`config.mk`:
```
export PLATFORM = sky130hd
export DESIGN_NAME = heading_tracker
export DESIGN_NICKNAME = d
export VERILOG_FILES = /design/src/rtl/heading_tracker.sv
export SDC_FILE = /design/constraint.sdc
export NUM_CORES = 1
export LEC_CHECK = 0
export CORE_MARGIN = 2
export CORE_UTILIZATION = 54
export DETAILED_ROUTE_END_ITERATION = 8
export GPL_TIMING_DRIVEN = 0
export PLACE_DENSITY = 0.82
export REMOVE_ABC_BUFFERS = 1
export SYNTH_ARGS = -nofsm -noshare
export SYNTH_HDL_FRONTEND = slang
export SYNTH_SLANG_ARGS = --single-unit
```
`constraint.sdc`:
```
create_clock -name clk_in -period 8.6 [get_ports clk_in]
set_input_delay 0.86 -clock clk_in [delete_from_list [all_inputs] [get_ports clk_in]]
set_output_delay 0.86 -clock clk_in [all_outputs]
set_load 0.01 [all_outputs]
```
`src/rtl/heading_tracker.sv`:
```
// heading_tracker: steps a displayed heading toward a target angle, at most MAX_STEP degrees per frame tick
module heading_tracker #(
  parameter int MAX_STEP = 6,
  parameter int DEADBAND = 2
) (
  input  logic               clk_in,
  input  logic               rst_in,
  input  logic signed [31:0] angle_in,
  input  logic               angle_valid_in,
  output logic               angle_ready_out,
  input  logic               frame_tick_in,
  output logic [8:0]         heading_out,
  output logic [3:0]         sector_out,
  output logic               heading_valid_out,
  output logic               moving_out,
  output logic               range_err_out
);
  typedef enum logic [1:0] {IDLE, DIFF, WAIT_TICK, STEP} state_t;
  localparam logic signed [9:0] DB = 10'(DEADBAND);
  localparam logic signed [9:0] MS = 10'(MAX_STEP);
  state_t state, state_nx;
  logic [8:0] target, heading_nx;
  logic signed [9:0] err, d_now, new_err, err_abs, step_mag, step, sum;
  logic tick_pending, load, bad, in_range;
  // Shortest signed path from h to t, in -179..180
  function automatic logic signed [9:0] wrap_diff(input logic [8:0] t, input logic [8:0] h);
    logic signed [9:0] d;
    d = $signed({1'b0, t}) - $signed({1'b0, h});
    return d > 10'sd180 ? d - 10'sd360 : d <= -10'sd180 ? d + 10'sd360 : d;
  endfunction
  function automatic logic signed [9:0] abs10(input logic signed [9:0] v);
    return v < 0 ? -v : v;
  endfunction
  function automatic logic [3:0] sector_of(input logic [8:0] h);
    logic [10:0] s;
    s = {1'b0, h, 1'b0} + 11'd22;
    return 4'(s / 11'd45);
  endfunction
  assign angle_ready_out = (state == IDLE || state == WAIT_TICK) && !rst_in;
  assign in_range = angle_in >= 32'sd0 && angle_in <= 32'sd359;
  assign load = angle_valid_in && angle_ready_out && in_range;
  assign bad = angle_valid_in && angle_ready_out && !in_range;
  always_comb begin
    d_now = wrap_diff(target, heading_out);
    err_abs = abs10(err);
    step_mag = err_abs <= DB ? 10'sd0 : err_abs > MS ? MS : err_abs;
    step = err < 0 ? -step_mag : step_mag;
    sum = $signed({1'b0, heading_out}) + step;
    heading_nx = sum >= 10'sd360 ? 9'(sum - 10'sd360) : sum < 0 ? 9'(sum + 10'sd360) : sum[8:0];
    new_err = wrap_diff(target, heading_nx);
    state_nx = state;
    unique case (state)
      IDLE:      state_nx = load ? DIFF : IDLE;
      DIFF:      state_nx = WAIT_TICK;
      WAIT_TICK: state_nx = load ? DIFF : bad ? WAIT_TICK : (frame_tick_in || tick_pending) ? STEP : WAIT_TICK;
      STEP:      state_nx = abs10(new_err) > DB ? DIFF : IDLE;
      default:   state_nx = IDLE;
    endcase
  end
  always_ff @(posedge clk_in or posedge rst_in) begin
    if (rst_in) begin
      state <= IDLE;
      target <= '0;
      heading_out <= '0;
      sector_out <= '0;
      err <= '0;
      tick_pending <= 1'b0;
      moving_out <= 1'b0;
      heading_valid_out <= 1'b0;
      range_err_out <= 1'b0;
    end else begin
      state <= state_nx;
      tick_pending <= state_nx == STEP ? 1'b0 : tick_pending | frame_tick_in;
      range_err_out <= bad;
      heading_valid_out <= state == STEP;
      if (load) target <= angle_in[8:0];
      if (state == DIFF) begin
        err <= d_now;
        moving_out <= abs10(d_now) > DB;
      end
      if (state == STEP) begin
        heading_out <= heading_nx;
        sector_out <= sector_of(heading_nx);
        if (abs10(new_err) <= DB) moving_out <= 1'b0;
      end
    end
  end
endmodule

```
# After elaboration in Yosys (flattened, before gate mapping)
# Index checks and enable logic that the tools add are counted.
[op_classes]
add_sub_neg = 14
div_mod_pow = 1
n_lt_le_gt_ge = 16
eq_ne = 4
muxes = 22
n_bitwise = 1
reduce_logical = 10
[ops]
columns = ["operator", "n"]
rows = [
  ["$mux W10", 10],
  ["$lt A10 B1 Y1 const B", 4],
  ["$neg A10 Y10", 4],
  ["$ge A32 B1 Y1 const B", 1],
  ["$le A32 B10 Y1 const B", 1],
  ["$add A10 B10 Y10 const B", 2],
  ["$gt A10 B3 Y1 const B", 2],
  ["$gt A10 B9 Y1 const B", 2],
  ["$le A10 B3 Y1 const B", 2],
  ["$le A10 B9 Y1 const B", 2],
  ["$sub A10 B10 Y10 const B", 2],
  ["$sub A9 B9 Y10", 2],
  ["$mux W9", 2],
  ["$add A10 B5 Y11 const B", 1],
  ["$div A11 B6 Y11 const B", 1],
  ["$add A10 B10 Y10", 1],
  ["$ge A10 B10 Y1 const B", 1],
  ["$gt A10 B4 Y1 const B", 1],
  ["$add A9 B9 Y9 const B", 1],
  ["$sub A9 B9 Y9 const B", 1],
  ["$mux W1", 8],
  ["$pmux W2 S4", 1],
  ["$eq A2 B2 Y1 const B", 3],
  ["$logic_and A1 B1 Y1", 5],
  ["6 further kinds", 8],
]
[totals]
reg_bits = 38
in_bits = 36
output_inout_bits = 17
elab_cells = 77

# Longest topological paths before layout
# Gate-level depths: netlist (run 1).
[depth]
ltp_word = 22
ltp_mapped = 46
mapped_depth_nobuf = 42

# Worst setup path after synthesis (run 1)
# No wires, ideal clock.
[synth_path]
path_type = "reg-to-reg"
from = "register err[1]"
to = "register sector_out[1]"
setup_time_ns = 0.131
arrival_ns = 8.677
required_time_ns = 8.469
path_slack_ns = -0.208
path_stages_with_launch = 43
path_buffers = 5
synth_period_minus_slack_ns = 8.808
cell_sequence = "dfrtp_1 -> buf_2 -> inv_1 -> ha_1 -> buf_2 -> or4_1 -> a211oi_2 -> o221ai_2 -> or2_1 -> buf_6 -> or4_1 -> ha_1 -> nor2_1 -> nand2_1 -> o21ai_0 -> nand2_1 -> nand3_1 -> a21oi_1 -> (+7 left out) -> a211oi_1 -> nor2_1 -> xnor2_1 -> inv_1 -> ha_1 -> o31ai_1 -> a2111o_1 -> a2111o_1 -> a221oi_2 -> nor2_2 -> and2_1 -> buf_4 -> and4_4 -> o41ai_2 -> o2111ai_1 -> o21bai_1 -> nand2_1 -> a31oi_1"
[synth_via]
elab_chain_cells = 13
word_cells_on_any_way = 18
cone_classes = "add/sub: 6; div: 1; order compare: 5; mux: 6"
[synth_lines]
columns = ["item", "line_no", "rtl"]
rows = [
  ["start: declaration", "23", "logic signed [9:0] err, d_now, new_err, err_abs, step_mag, step, sum;"],
  ["start signal: assignment", "78", "err <= d_now;"],
  ["$neg A10 Y10 / $lt A10 B1 Y1 (equally long branches)", "32, 47", ""],
  ["$mux W10", "32", "return v < 0 ? -v : v;"],
  ["$gt A10 B4 Y1", "46", "step_mag = err_abs <= DB ? 10'sd0 : err_abs > MS ? MS : err_abs;"],
  ["$mux W10 (2 in series)", "46", ""],
  ["$neg A10 Y10", "47", "step = err < 0 ? -step_mag : step_mag;"],
  ["$mux W10 *", "47", ""],
  ["$add A10 B10 Y10 *", "48", "sum = $signed({1'b0, heading_out}) + step;"],
  ["$add A9 B9 Y9 / $lt A10 B1 Y1 (equally long branches)", "49", "heading_nx = sum >= 10'sd360 ? 9'(sum - 10'sd360) : sum < 0 ? 9'(sum + 10'sd360) : sum[8:0];"],
  ["$mux W9", "49", ""],
  ["$mux W9 *", "49", ""],
  ["$add A10 B5 Y11 *", "36", "s = {1'b0, h, 1'b0} + 11'd22;"],
  ["$div A11 B6 Y11 *", "37", "return 4'(s / 11'd45);"],
  ["end signal: assignment", "83", "sector_out <= sector_of(heading_nx);"],
  ["end: declaration", "13", "output logic [3:0] sector_out,"],
]
# Mark *: on every way between the ends. The rest lies on a longest branch, timed or not.
# A chain may end at the register's enable or synchronous reset.

# Worst setup path after layout (run 1)
[layout_path]
from = "register err[0]"
to = "register sector_out[0]"
# Same word-level chain as after synthesis.

==> results of run 1 <==
[stage by stage]
| step | cells | worst slack [ns] | setup TNS, ns |
|---|---|---|---|
| floorplan | 763 | -0.1613 | -0.2841 |
| global placement | 955 | -1.403 | -5.988 |
| detailed placement | 955 | -1.614 | -7.193 |
| CTS | 999 | 0.01313 | 0 |
| global route | 1013 | -0.5200 | -1.095 |
| finish | 1013 | -0.1834 | -0.3382 |
[path summary, 6_finish.rpt]
| check | endpoint | slack, ns | startpoint | cells past startpoint |
|---|---|---|---|---|
| worst max-delay path | sector_out[0] | -0.18 | err[0] | 41 |
| worst min-delay path | tick_pending | 0.51 | tick_pending | 2 |
| worst max register to register | sector_out[0] | -0.18 | err[0] | 41 |
| worst min register to register | tick_pending | 0.51 | tick_pending | 2 |
| max in group asynchronous | err[1] | 6.91 | rst_in | 2 |
| min in group asynchronous | range_err_out | 1.11 | rst_in | 2 |
[worst min-delay path, cell delays in order (launching register included)]
cell and delay [ns]:
dfrtp_1 0.33, nor2_1 0.05, nor2_1 0.09
[synthesized netlist by cell type, drive strengths merged (18+ instances only)]
cell	instances	area (sq um)
clkbuf	19	71.32
o21ai	65	329.1
dfrtp	38	950.9
a21oi	44	231.5
nand2	67	251.5
nor2	81	309.0
nand3	18	95.09
xnor2	29	254.0
ha	50	625.6
inv	52	195.2
nor3	26	130.1
[flip-flops by register name, indices dropped and copies added, names as in the netlist]
signal             cells
sector_out             4
range_err_out          1
err                   10
heading_out            9
state                  2
heading_valid_out      1
target                 9
tick_pending           1
moving_out             1
[timing repair]
item	4_1_cts	5_1_grt
gates resized for setup	73	42
pin swaps	30	31
gates cloned	2	0
setup buffers	34	15
setup endpoints to repair	6	5
[layout make-up]
cell class | instances | area share
sequential | 38 | 0.1249
tap | 140 | 0.02291
clock buffer | 5 | 0.009002
clock inverter | 3 | 0.009002
inverter | 54 | 0.02684
timing repair buffer | 100 | 0.1178
multi-input combinational | 673 | 0.6895
[kinds of logic (layout without fill, tap and decap cells)]
family | Yosys count | after routing
multiplexers | 20 | 20
AO/OA/AOI/OAI | 267 | 269
buffers and inverters | 82 | 162
AND/OR/NAND/NOR | 292 | 292
adder cells (fa/ha/maj) | 53 | 53
XOR/XNOR | 39 | 39
flip-flops | 38 | 38
[layer usage]
layer  GRT usage  wire [microns]
met4      0.1108             741
met2      0.5435            9428
met5           0               0
met1      0.3908            7942
met3     0.03347            1220
==> summary.txt, run 1 <==
STA
  • Hold Vio Cnt, Final: 0
  • Setup violators final: 2
  • Slew Limit Fails: 0
  • Setup Skew: 0.01128 ns
  • Relative max-transition margin: 0.4463
  • Tightest Pin Transition: 0.8293 ns
  • Min Hold Slack: 0.5110 ns
  • Setup ws final: -0.1834 ns
  • RSZ-0062 raised after global routing: yes
  • Period utilisation layout: 1.021
  • Fmax: 0.1139 GHz
  • Crit path time final: 8.783 ns

Worst setup path
  • CP Data Arrival Time: 8.97 ns
  • Crit path max fanout: 8
  • Slowest cell on the critical path: or4_4
  • Setup crit end kind: register
  • Most frequent CP cell: buf_4
  • Startpoint Class: register
  • Largest stage delay on the critical path: 0.52 ns
  • Critical path type: reg -> reg
  • Worst Path Required: 8.79 ns
  • Bufs and invs on worst path: 7
  • Cell family with most CP delay: compound AO/OA/AOI/OAI gates

Yosys
  • Largest family of logic cells by synthesized area: compound AO/OA/AOI/OAI gates
  • Yosys warning total: 0
  • Synth Area in Compound Gates: 0.3234
  • Mapped Cells: 791
  • Cell Area, Synth: 5966 sq um
  • Number of distinct library cells after synthesis: 97
  • Xor/xnor share of the synthesized area: 0.06082
  • Post-Synth Simple-Gate Area: 0.2496
  • Yosys reg bits: 38
  • Post-synthesis adder-cell area fraction: 0.1149
  • Post-synth ARST share: 1.000
  • Ys flop type: dfrtp_1
  • Sequential area share after synthesis: 0.1594
  • Avg Inst Size Synth: 7.542 sq um
  • Post-synth EDFFs: 0
  • Multiplexer area fraction after synthesis: 0.03607

Die
  • Die Ht: 109.1 microns
  • Die W: 109.1 microns
  • IO Count: 53
  • Starting Density: 0.5527
  • Cell row count: 38
  • Die area: 11900 sq um
  • Core area: 10790 sq um

Global routing
  • Initial antenna violation count: 0
  • Largest net degree at the start of global routing: 39
  • Vias in the first global route: 6412
  • Gr usage total: 0.3094
  • First-pass GRT wire length: 30170 microns
  • GR Overflow Total: 0

Finish
  • Filler Cell Count: 806
  • Multi-input gate area: 5271 sq um
  • Post-route design area: 7645 sq um
  • Commonest non-fill, non-tap cell in the layout: nor2_1
  • Register Area: 954.7 sq um
  • Antenna fix cells: 0
  • Area growth syn-to-layout: 28.15%
  • Layout Utilization: 0.7083
  • Most frequent cells in the layout: nor2_1 (71), nand2_1 (65), o21ai_0 (54), clkdlybuf4s50_1 (52)
  • Final #Nets: 961
  • Layout cells sized above 1: 0.2165

Routing
  • Drt total wl: 19330 microns
  • Via count: 6921
  • Vias per Instance: 6.832
  • Post-DRT Antenna Nets: 0
  • DRC Markers: 0
  • Drt first pass iters: 6
  • DR iter-0 viols: 716
  • DR WL/cell: 19.08 microns

Clock network
  • H-tree levels: 2
  • Post-CTS Hold Fix Bufs: 0
  • Clock latency on the worst-skew pair: 0.30 ns
  • Clk slew on worst S/H paths: 0.09 ns
  • Clock root buffer: clkbuf_8
  • CTS tree: done
  • Maximum root-to-sink buffer count: 2
  • Num Clock Sinks: 38
  • Total CTS buffers: 5

Hold path
  • HP Class: reg -> reg

Place
  • RePlAce Congestion: 0.8991
  • Hpwl dp: 12760 microns
  • Number of port buffers: 52
  • DP Area: 6531 sq um

Job
  • Max Cap Viol: 0

Outcome
  • Failing checks: setup timing
  • Status: finished, violations left
Power of run 1 is not shown: default switching activity piles up to over one toggle a cycle in this logic, so the estimate is an artifact.
==> inputs of run 2 (changes only) <==
Settings changed: CORE_ASPECT_RATIO set to 0.8, CTS_CLUSTER_SIZE set to 28.
==> run 2 against run 1 <==
Compared with the run above: the run still ends with setup timing left; wire length rose by 14%; final area increased by 5.6%; via count increased by 5.8%; global-route usage is 1.3 points higher; utilization increased by 3.9 points; die area about the same; non-clock buffer count increased by 19; largest cell class unchanged.
==> summary.txt, run 2 (synthesis results as in run 1) <==
Worst setup path
  • Most frequent CP cell: or4_4
  • Setup crit end kind: register
  • Startpoint Class: register
  • Crit path max fanout: 7
  • Worst Path Required: 8.82 ns
  • Largest stage delay on the critical path: 0.53 ns
  • Critical path type: reg -> reg
  • Slowest cell on the critical path: or4_4
  • CP Data Arrival Time: 8.95 ns
  • Setup crit start: err[0]
  • FF-to-FF Start: err[0]

Die
  • Starting Density: 0.5521
  • Die W: 121.5 microns
  • Cell row count: 34
  • IO Count: 53
  • Die area: 11910 sq um
  • Core area: 10810 sq um
  • Die Ht: 98.01 microns

STA
  • Tightest Pin Transition: 0.8393 ns
  • Slew Limit Fails: 0
  • Period utilisation layout: 1.015
  • Crit path time final: 8.728 ns
  • Setup ws final: -0.1279 ns
  • Min Hold Slack: 0.5045 ns
  • Relative max-transition margin: 0.4405
  • Setup violators final: 2
  • Hold Vio Cnt, Final: 0
  • Fmax: 0.1146 GHz
  • Setup Skew: 0.006421 ns
  • RSZ-0062 raised after global routing: yes

Clock network
  • Total CTS buffers: 5
  • Clk slew on worst S/H paths: 0.07 ns
  • CTS tree: done
  • Clock latency on the worst-skew pair: 0.29 ns
  • Maximum root-to-sink buffer count: 2
  • Post-CTS Hold Fix Bufs: 0
  • Clock root buffer: clkbuf_16
  • Num Clock Sinks: 38
  • H-tree levels: 2

Finish
  • Final #Nets: 980
  • Max reg flops: 10
  • Most frequent cells in the layout: nor2_1 (71), nand2_1 (66), buf_4 (59), clkdlybuf4s50_1 (52), o21ai_0 (49)
  • Reg with most FFs: err
  • Area growth syn-to-layout: 35.28%
  • Layout cells sized above 1: 0.2601
  • Antenna fix cells: 0
  • Post-route design area: 8070 sq um
  • Commonest non-fill, non-tap cell in the layout: nor2_1
  • Filler Cell Count: 689
  • Largest regs: err (10), heading_out (9), target (9)

Place
  • DP Area: 6536 sq um
  • Pre-CTS worst setup slack: -1.640 ns
  • Hpwl dp: 12940 microns
  • Number of port buffers: 52
  • RePlAce Congestion: 0.9692

Routing
  • Via count: 7325
  • DR WL/cell: 21.26 microns
  • Vias per Instance: 7.070
  • Post-DRT Antenna Nets: 0
  • DRC Markers: 0
  • Drt first pass iters: 7
  • DR iter-0 viols: 969
  • Drt total wl: 22020 microns

Job
  • Max Cap Viol: 0

Global routing
  • Largest net degree at the start of global routing: 39
  • Vias in the first global route: 6633
  • Gr usage total: 0.3223
  • GR Overflow Total: 0
  • First-pass GRT wire length: 31560 microns
  • Initial antenna violation count: 0

Hold path
  • Hold_sp: tick_pending
  • HP Class: reg -> reg

Outcome
  • Status: finished, violations left
  • Failing checks: setup timing
run 2: changes by cell type in the layout (fill, tap and decap cells not counted), sizes merged:
cell / delta
buf: +19
and2: +1
o211ai: -1
run 2: timing repair:
action | in CTS | in global routing
setup endpoints to repair | 6 | 5
gates cloned | 1 | 1
buffers inserted | 29 | 38
resized for setup | 70 | 91
pin swaps | 26 | 45
run 2: worst paths after layout:
path	to	slack [ns]	cells after the start
max in group asynchronous	err[9]	6.91	2
worst max-delay path	sector_out[1]	-0.13	32
min in group asynchronous	range_err_out	1.10	2
worst min register to register	tick_pending	0.50	2
worst min-delay path	tick_pending	0.50	2
worst max register to register	sector_out[1]	-0.13	32
run 2: per-layer routing:
layer,up-vias,wire length [microns],track usage
li1,3174,-,-
met1,3430,8557,0.4180
met2,559,10070,0.5346
met3,162,2096,0.05549
met4,0,1302,0.1264
met5,-,0,0
run 2: cell type report:
| cell class | count | area (sq um) | share of cell area |
|---|---|---|---|
| Multi-Input combinational cell | 673 | 5451 | 0.6755 |
| Timing Repair Buffer | 119 | 1084 | 0.1343 |
| Sequential cell | 38 | 955.9 | 0.1184 |
| Inverter | 54 | 205.2 | 0.02543 |
| Tap cell | 144 | 180.2 | 0.02233 |
| Clock buffer | 5 | 125.1 | 0.01550 |
| Clock inverter | 3 | 68.82 | 0.008527 |
run 2: stage by stage:
step | cells | TNS, ns | utilization
finish | 1036 | -0.2220 | 0.7469
global route | 1036 | -1.513 | 0.7469
CTS | 997 | 0 | 0.6812
detailed placement | 959 | -7.403 | 0.6049
global placement | 959 | -5.624 | 0.6049
floorplan | 763 | -0.2841 | -
run 2: critical path, delay by kind of cell, from the launching register on:
family                   cells  cell delay, ns
XOR/XNOR                     1            0.25
flip-flops                   1            0.44
buffers and inverters        2            0.31
adder cells (fa/ha/maj)      3            0.92
AND/OR/NAND/NOR             10            2.68
AO/OA/AOI/OAI               16            4.03
Power of run 2 is left out for the same reason.
